$ cat src/rtl/lc3_alu_sequencer.sv
// ---------------------------------------------------------------------------
// lc3_alu_sequencer
//
// Control-side sequencer for an external, purely combinational LC-3 ALU.
// It accepts ADD/AND/NOT operate instructions over a valid/ready handshake.
// It also holds the 8x16 general-purpose register file, fetches operands,
// captures the ALU result, writes it back and updates the NZP codes.
// A legal instruction flows IDLE -> DECODE -> EXEC -> WB -> IDLE.
// An illegal opcode flows IDLE -> DECODE -> IDLE.
//
// Ports
//   Clk, Reset_n        clock, asynchronous active-low reset
//   Instr_Valid/Instr   instruction offer; Instr_Ready is high only in IDLE
//   Wr_En/Wr_Addr/Wr_Data  external register load, honoured only in IDLE
//   ALU_Result          result from the external ALU, sampled at end of EXEC
//   IR_Out, SR1_Data, SR2_Data, ALUK, SR2MUX   operands/control to the ALU
//   Done                one-cycle pulse in the writeback cycle
//   Illegal             one-cycle pulse in DECODE for an unsupported opcode
//   NZP                 condition codes {N,Z,P}
//   Dbg_Sel/Dbg_Data    combinational register-file read port
// ---------------------------------------------------------------------------
`timescale 1ns/1ps

module lc3_alu_sequencer (
    input  logic        Clk,
    input  logic        Reset_n,
    input  logic        Instr_Valid,
    input  logic [15:0] Instr,
    output logic        Instr_Ready,
    input  logic        Wr_En,
    input  logic [2:0]  Wr_Addr,
    input  logic [15:0] Wr_Data,
    input  logic [15:0] ALU_Result,
    output logic [15:0] IR_Out,
    output logic [15:0] SR1_Data,
    output logic [15:0] SR2_Data,
    output logic [1:0]  ALUK,
    output logic        SR2MUX,
    output logic        Done,
    output logic        Illegal,
    output logic [2:0]  NZP,
    input  logic [2:0]  Dbg_Sel,
    output logic [15:0] Dbg_Data
);

    typedef enum logic [1:0] {
        S_IDLE   = 2'd0,
        S_DECODE = 2'd1,
        S_EXEC   = 2'd2,
        S_WB     = 2'd3
    } state_t;

    localparam logic [3:0] OP_ADD = 4'b0001;
    localparam logic [3:0] OP_AND = 4'b0101;
    localparam logic [3:0] OP_NOT = 4'b1001;

    localparam logic [1:0] ALUK_ADD  = 2'b00;
    localparam logic [1:0] ALUK_AND  = 2'b01;
    localparam logic [1:0] ALUK_NOT  = 2'b10;
    localparam logic [1:0] ALUK_PASS = 2'b11;

    state_t      state;
    state_t      state_next;

    logic [15:0] ir;
    logic [15:0] sr1;
    logic [15:0] sr2;
    logic [15:0] result;
    logic [2:0]  nzp;
    logic [15:0] regs [8];

    logic        is_add;
    logic        is_and;
    logic        is_not;
    logic        legal;

    // The IR is stable from DECODE through WB, so the opcode decode can be
    // used directly in every busy state without a separate control register.
    assign is_add = (ir[15:12] == OP_ADD);
    assign is_and = (ir[15:12] == OP_AND);
    assign is_not = (ir[15:12] == OP_NOT);
    assign legal  = is_add | is_and | is_not;

    // ------------------------------------------------------------------
    // State register
    // ------------------------------------------------------------------
    // NOTE: sequential state uses non-blocking assignments so every
    // register samples pre-edge values, independent of statement order.
    always_ff @(posedge Clk or negedge Reset_n) begin
        if (!Reset_n) begin
            state <= S_IDLE;
        end else begin
            state <= state_next;
        end
    end

    // ------------------------------------------------------------------
    // Next-state and control outputs
    // ------------------------------------------------------------------
    // NOTE: every output of this block is given a default first; a missing
    // assignment on any path would otherwise infer a latch.
    always_comb begin
        state_next  = state;
        Instr_Ready = 1'b0;
        ALUK        = ALUK_PASS;
        SR2MUX      = 1'b0;
        Done        = 1'b0;
        Illegal     = 1'b0;

        case (state)
            S_IDLE: begin
                Instr_Ready = 1'b1;
                if (Instr_Valid) begin
                    state_next = S_DECODE;
                end
            end
            S_DECODE: begin
                if (legal) begin
                    state_next = S_EXEC;
                end else begin
                    Illegal    = 1'b1;
                    state_next = S_IDLE;
                end
            end
            S_EXEC: begin
                state_next = S_WB;
            end
            S_WB: begin
                Done       = 1'b1;
                state_next = S_IDLE;
            end
            default: begin
                state_next = S_IDLE;
            end
        endcase

        // ALU control is driven only while a legal instruction is in flight.
        if (state != S_IDLE && legal) begin
            if (is_add) begin
                ALUK = ALUK_ADD;
            end else if (is_and) begin
                ALUK = ALUK_AND;
            end else begin
                ALUK = ALUK_NOT;
            end
            // NOT has no second operand, so its IR[5] is a don't-care.
            SR2MUX = (is_add | is_and) & ir[5];
        end
    end

    // ------------------------------------------------------------------
    // Datapath: IR, operand latches, result, register file, NZP
    // ------------------------------------------------------------------
    // NOTE: the register file is reset explicitly because the architecture
    // defines all GPRs as zero after reset; this keeps it in flops rather
    // than an inferred RAM, which is fine at 8x16.
    always_ff @(posedge Clk or negedge Reset_n) begin
        if (!Reset_n) begin
            ir     <= '0;
            sr1    <= '0;
            sr2    <= '0;
            result <= '0;
            nzp    <= 3'b010;
            for (int i = 0; i < 8; i++) begin
                regs[i] <= '0;
            end
        end else begin
            case (state)
                S_IDLE: begin
                    if (Instr_Valid) begin
                        ir <= Instr;
                    end
                    // A load coinciding with an accept lands before DECODE
                    // reads the register file, so DECODE sees the new value.
                    if (Wr_En) begin
                        regs[Wr_Addr] <= Wr_Data;
                    end
                end
                S_DECODE: begin
                    if (legal) begin
                        sr1 <= regs[ir[8:6]];
                        sr2 <= regs[ir[2:0]];
                    end
                end
                S_EXEC: begin
                    result <= ALU_Result;
                end
                S_WB: begin
                    // Operands were latched in DECODE, so DR == SR is safe.
                    regs[ir[11:9]] <= result;
                    if (result[15]) begin
                        nzp <= 3'b100;
                    end else if (result == 16'h0000) begin
                        nzp <= 3'b010;
                    end else begin
                        nzp <= 3'b001;
                    end
                end
                default: begin
                end
            endcase
        end
    end

    assign IR_Out   = ir;
    assign SR1_Data = sr1;
    assign SR2_Data = sr2;
    assign NZP      = nzp;
    assign Dbg_Data = regs[Dbg_Sel];

endmodule

$ cat config.mk
export PLATFORM = sky130hd
export DESIGN_NAME = lc3_alu_sequencer
export DESIGN_NICKNAME = d
export VERILOG_FILES = /design/src/rtl/lc3_alu_sequencer.sv
export SDC_FILE = /design/constraint.sdc
export NUM_CORES = 1
export LEC_CHECK = 0
export CAP_MARGIN = 20
export CORE_ASPECT_RATIO = 0.9
export CORE_MARGIN = 4
export CORE_UTILIZATION = 35
export DETAILED_ROUTE_END_ITERATION = 7
export HOLD_SLACK_MARGIN = 0.1
export PLACE_DENSITY_LB_ADDON = 0.1
export SYNTH_ARGS = -nofsm -noshare
export SYNTH_HDL_FRONTEND = slang
export SYNTH_SLANG_ARGS = --single-unit
$ cat constraint.sdc
create_clock -name Clk -period 3.9 [get_ports Clk]
set_input_delay 0.78 -clock Clk [delete_from_list [all_inputs] [get_ports Clk]]
set_output_delay 0.78 -clock Clk [all_outputs]
set_load 0.03 [all_outputs]
-- Yosys cells after proc, flatten, opt, wreduce, memory -nomap -nowiden
Cells that the tools add are included.
- $lt $le $gt $ge: 7
- equal/unequal tests: 8
- mux-type cells: 30
- bitwise logic cells: 8
- reduce and logical (&&, ||, !) cells: 10
- operators by type and width (operator ; count):
    $bwmux 128 ; 2
    $pmux 128 s2 ; 1
    $bmux 16 s3 ; 3
    $mux 128 ; 1
    $mux 16 ; 8
    $demux 16 s3 ; 2
    $ge 4x4->1 const B ; 5
    $not 3->4 ; 5
    $logic_not 16->1 ; 1
    $mux 2 ; 6
    $lt 4x1->1 const B ; 2
    $pmux 2 s4 ; 1
    $reduce_and 2->1 ; 3
    $mux 1 ; 5
    $eq 2x2->1 const B ; 2
    $eq 4x1->1 const B ; 1
    $eq 4x3->1 const B ; 1
    $eq 4x4->1 const B ; 1
    $ne 2x2->1 const B ; 2
    $reduce_bool 2->1 ; 2
    $logic_and 1x1->1 ; 3
    $mux 3 ; 1
    $eq 2x1->1 const B ; 1
    $logic_not 2->1 ; 1
    other kinds (2) ; 3
- register bits: 197
- bits of input ports: 58
- word-level logic and storage cells: 77

-- Depth between registers and ports, before layout
Gate-level depths: netlist of run 1.
- word-level depth: 8
- depth in mapped cells: 7

-- Worst setup path after synthesis of run 1
No wires, ideal clock.
- path kind: input-to-output
- start: input port Dbg_Sel[0]
- end: output port Dbg_Data[0]
- data arrival time: 2.168 ns
- data required time: 3.120 ns
- slack: 0.952 ns
- stages: 4
- path buffers: 2
- cell sequence: clkbuf_1 buf_2 mux4_2 mux2_2
- longest elaborated chain between the ends: 4
- RTL lines (item ; RTL line ; text):
    start: declaration ; 42 ; input logic [2:0] Dbg_Sel,
    $not 3->4 (not written as such) ; 209 ; assign Dbg_Data = regs[Dbg_Sel];
    $bmux 16 s3 ; 209 ;
    $mux 16 (not written as such) (2 in series) ; 209 ;
    end: declaration ; 43 ; output logic [15:0] Dbg_Data
Every way passes these cells. The select of a mux whose other input is x is not followed.

==> results of run 1 <==
layout make-up:
type / instances / share of cell area
clock inverter: 12 / 0.0100
inverter: 2 / 0.000497
sequential: 197 / 0.326
clock buffer: 20 / 0.0309
tap: 476 / 0.0394
timing repair buffer: 188 / 0.113
multi-input combinational: 801 / 0.479
worst reg2reg max path: cells and delay by family (launching register included):
family / cells / cell delay (ps)
flops: 1 / 800
buf+inv: 2 / 600
compound gates: 1 / 300
simple gates: 2 / 1050
synthesized netlist by cell type (all sizes together), types with 21 or more instances:
master	count
nand3	62
nor2b	21
o31ai	65
mux2	112
dfrtp	196
nand2	22
nand4	49
a22o	33
clkbuf	114
buf	59
o32ai	125
mux4	32
mux2i	64
o22ai	40
a2bb2oi	125
path summary, 6_finish.rpt:
check	slack [ps]	end	startpoint	depth (start not counted)
max in group asynchronous	2590	result[11]$_DFFE_PN0P_	Reset_n	2
min in group Clk	480	NZP[1]$_DFFE_PN1P_	NZP[1]$_DFFE_PN1P_	2
worst min register to register	480	NZP[1]$_DFFE_PN1P_	NZP[1]$_DFFE_PN1P_	2
worst max register to register	1050	SR2_Data[9]$_DFFE_PN0P_	state[0]$_DFFE_PN0P_	5
worst max-delay path	480	SR2MUX	flop	4
worst min-delay path	320	SR1_Data[15]$_DFFE_PN0P_	Reset_n	1
flip-flops by register name, summed over array words and instances (netlist names), named ones only:
name,count
state,1
IR_Out,16
result,16
SR1_Data,16
SR2_Data,16
regs,128
NZP,3
cells by family (layout without fill, tap and decap cells):
kind of cell | Yosys count | after routing | synth area share
muxes | 208 | 208 | 0.204
and+or+nand+nor | 197 | 197 | 0.0857
buffers and inverters | 175 | 222 | 0.0578
DFF | 197 | 197 | 0.383
AOI/OAI and AO/OA | 396 | 396 | 0.270
metrics by stage:
step	cells	power [µW]	hold slack, ps
floorplan	1173	8790	484
global placement	1664	11600	466
detailed placement	1664	11600	466
CTS	1696	13500	340
global route	1696	14200	353
finish	1696	13700	323
metal layers:
layer	wire length, µm	GRT usage	part of all wire
met5	0	0	0
met4	1160	0.0585	0.022
met3	5600	0.0734	0.11
met2	22100	0.371	0.41
met1	24400	0.396	0.46
power by group:
group / total [µW] / switching [µW] / internal (µW)
clock network: 1930 / 864 / 1060
registers: 4920 / 1860 / 3050
logic: 6850 / 3660 / 3190
==> results.yml, run 1 <==
setup_path:
  endpoint_kind: "output port"
  crit_top_cell: "nor2_1"
  crit_path_top_delay_cell: "dfrtp_1"
  worstPathCellList: "nor2_1, or3_1, nor2_1, clkdlybuf4s50_1"
  cp_slowest_stage_delay_ps: 820
  worstSetupStartpointType: "flop"
  cp_top_family: "flip-flops"
  critPathKind: "reg2out"
  critPathMaxFanout: 11
  required_ps: 3120
  crit_arrival_ps: 2640
  crit_buf_inv: 1
clocking:
  cts_sinks: 197
  cts_tree: "yes"
  cts_resized: 0
  htree_levels: 4
  cts_setup_buffers: 0
  cts.clk_slew.worst_paths_ps: 80
  cts_buffers: 17
  ctsLongestPathBuffers: 2
  cts-root-buf: "clkbuf_16"
  worstSkewPairLatency_ps: 450
  postCtsHoldBufs: 0
global_route:
  grt_pass1_wl_um: 79100
  grt_max_degree: 67
  grt_pass1_vias: 11283
  antenna_found_initial: 0
  grt-ovfl-total: 0
  grt_use_total: 0.262
run_status:
  outcome: "finished clean"
final_layout:
  multi_input_area_um2: 7240
  nNetsFinal: 1265
  final_core_util: 0.417
  layout-drive-gt1-share: 0.244
  seq_area_um2: 4930
  final_area_um2: 15100
  insertedDiodeCount: 0
  final_common_cell: "dfrtp_1"
  area_delta_synth_final_pct: 17.5
  layout_common_cells: "dfrtp_1 (194), o32ai_1 (125), mux2_2 (112)"
  fill_cells: 3418
timing:
  period_minus_slack_ps: 3420
  rsz0062_at_grt: "no"
  fin_skew_ps: 13.1
  slew_headroom: 0.194
  hold_viol_final: 0
  final_max_slew_viol_count: 0
  fin_crit_sh: 0.876
  worst_pin_slew_ps: 1210
  finalSetupTns_ps: 0
  finalSetupViolCount: 0
  fmax_ghz: 0.293
  layout_setup_ws_ps: 482
yosys:
  synth_top_area_share: 0.381
  synth.net_count: 1231
  synth_flop_cell: "dfrtp_1"
  synth_cell_types: 40
  syn_area_um2: 12900
  syn_avg_cell_area_um2: 11.0
  synth_top_area_cell: "dfrtp_1"
  ys_seq_area_frac: 0.383
  yosys_warnings: 0
  ys_seq_elements: 197
  async_flop_share: 1.00
  synth_area_leaders: "dfrtp_1 (38%), mux2_2 (9.8%), o32ai_1 (8.5%)"
  syn_inst: 1173
  synth_edf_count: 0
floorplanning:
  die-height_um: 190
  start_util: 0.355
  boundaryPins: 131
  core_area_um2: 36300
  row_count: 66
  die_w_um: 210
  die-area_um2: 39900
placed_design:
  dp_hpwl_um: 36200
  dpl-instance-area_um2: 14500
  gp_congestion: 0.909
  dp_slack_ps: 551
  port_buffers: 130
route:
  dr.pass1.iters: 6
  vias: 11673
  viasPerCell: 6.88
  drt-initial-drc-count: 1263
  wl_per_cell_um: 31.4
  ant_nets: 0
  drc: 0
  drt-total-wl_um: 53300
pwr:
  vdd_drop_max_v: 0.000378
  power_density_nw_per_um2: 906
  cellLeakagePower_uw: 0.00554
hold_path:
  hold_path.class: "in2async"
run:
  maxCapViolations: 0
(Power assumes the default switching activity.)
==> inputs of run 2 (changes only) <==
Settings changed: PLACE_DENSITY from default to 0.66, PLACE_DENSITY_LB_ADDON 0.1 to default.
==> results.yml, run 2 (synthesized netlist as in run 1, its figures left out) <==
run:
  maxCapViolations: 0
setup_path:
  regToRegEndpoint: "SR1_Data[7]$_DFFE_PN0P_"
  r2r_setup_slack_ps: 970
  worstSetupStartpointType: "flop"
  critPathKind: "reg2out"
  r2r_cells: 5
  critPathMaxFanout: 11
  crit_arrival_ps: 2680
  endpoint_kind: "output port"
  reg2reg_from: "state[0]$_DFFE_PN0P_"
  required_ps: 3120
timing:
  fin_skew_ps: 21.7
  period_minus_slack_ps: 3460
  fin_crit_sh: 0.888
  rsz0062_at_grt: "no"
  final_max_slew_viol_count: 0
  worst_pin_slew_ps: 1160
  fmax_ghz: 0.289
  hold_viol_final: 0
  slew_headroom: 0.221
  finalSetupViolCount: 0
  finalSetupTns_ps: 0
  fin_hold_ws_ps: 385
pwr:
  cellLeakagePower_uw: 0.00551
  power_density_nw_per_um2: 891
  vdd_drop_max_v: 0.000371
  power_uw: 13500
final_layout:
  max_flop_register: "regs"
  layout_common_cells: "dfrtp_1 (194), o32ai_1 (125), mux2_2 (112)"
  final_area_um2: 15100
  final_common_cell: "dfrtp_1"
  largest_reg_flops: 128
  insertedDiodeCount: 0
  area_delta_synth_final_pct: 17.5
  layout-drive-gt1-share: 0.243
  fin_cells: 1691
  nNetsFinal: 1260
floorplanning:
  die-height_um: 190
  start_util: 0.355
  core_area_um2: 36300
  row_count: 66
  die-area_um2: 39900
  die_w_um: 210
  boundaryPins: 131
clocking:
  cts_sinks: 197
  worstSkewPairLatency_ps: 470
  ctsLongestPathBuffers: 2
  cts_setup_buffers: 0
  cts.clk_slew.worst_paths_ps: 90
  htree_levels: 4
  cts_resized: 0
  cts_buffers: 17
  cts_tree: "yes"
  postCtsHoldBufs: 0
  cts-root-buf: "clkbuf_16"
placed_design:
  port_buffers: 130
  dp.cells: 1659
  dp_hpwl_um: 33200
  dpl-instance-area_um2: 14600
  gp_congestion: 0.938
route:
  vias: 12020
  wl_per_cell_um: 30.2
  drt-initial-drc-count: 1672
  drc: 0
  drt-total-wl_um: 51000
  ant_nets: 0
  dr.pass1.iters: 6
  viasPerCell: 7.11
global_route:
  grt-ovfl-total: 0
  grt_pass1_wl_um: 76900
  grt_max_degree: 98
  grt_use_total: 0.250
  grt_pass1_vias: 11819
  antenna_found_initial: 2
hold_path:
  hold_path.class: "in2async"
run_status:
  outcome: "finished clean"
-- run 2: cell types whose count changed in the layout (fill, tap and decap cells not counted), sizes merged --
cell | before | now
bufinv | 3 | 0
inv | 3 | 10
buf | 76 | 71
clkinv | 6 | 4
clkinvlp | 2 | 3
clkbuf | 21 | 18
-- run 2: cell type report --
cell class | instances | area, µm²
sequential | 197 | 4930
timing repair buffer | 183 | 1770
inverter | 2 | 7.51
clock buffer | 17 | 425
tap | 476 | 596
multi-input combinational | 801 | 7250
clock inverter | 15 | 139
fill | 3380 | 21100
-- run 2: report_power, final --
group / internal, µW / leakage, µW / switching (µW)
clock: 849 / 0.000272 / 943
combinational: 3210 / 0.00289 / 3840
sequential: 3060 / 0.00235 / 1580
-- run 2: worst max path at each step --
stage                              start           end  slack, ps  cells after the start
floorplan                     Dbg_Sel[0]   Dbg_Data[0]        950                      4
global placement              Dbg_Sel[1]   Dbg_Data[5]        760                      5
detailed placement            Dbg_Sel[1]  Dbg_Data[14]        730                      5
CTS                                 flop        SR2MUX        450                      4
global route        state[0]$_DFFE_PN0P_        SR2MUX        340                      4
finish              state[0]$_DFFE_PN0P_        SR2MUX        440                      4
-- run 2: worst max-delay path, stage by stage (launching register included) --
cell             delay, ps
dfrtp_1                810
nor2_1                 220
or3_1                  420
nor2_1                 100
clkdlybuf4s50_1        670
-- run 2: stage by stage --
stage | util | worst slack, ps
3_5_place_dp | 0.401 | 734
5_1_grt | 0.417 | 335
4_1_cts | 0.417 | 449
2_1_floorplan | - | 952
6_report | 0.417 | 436
3_3_place_gp | 0.401 | 760
-- run 2: per-layer routing --
metal,GRT usage,part of all wire
met5,0,0.00031
met4,0.0999,0.044
met3,0.0816,0.13
met2,0.361,0.42
met1,0.348,0.40
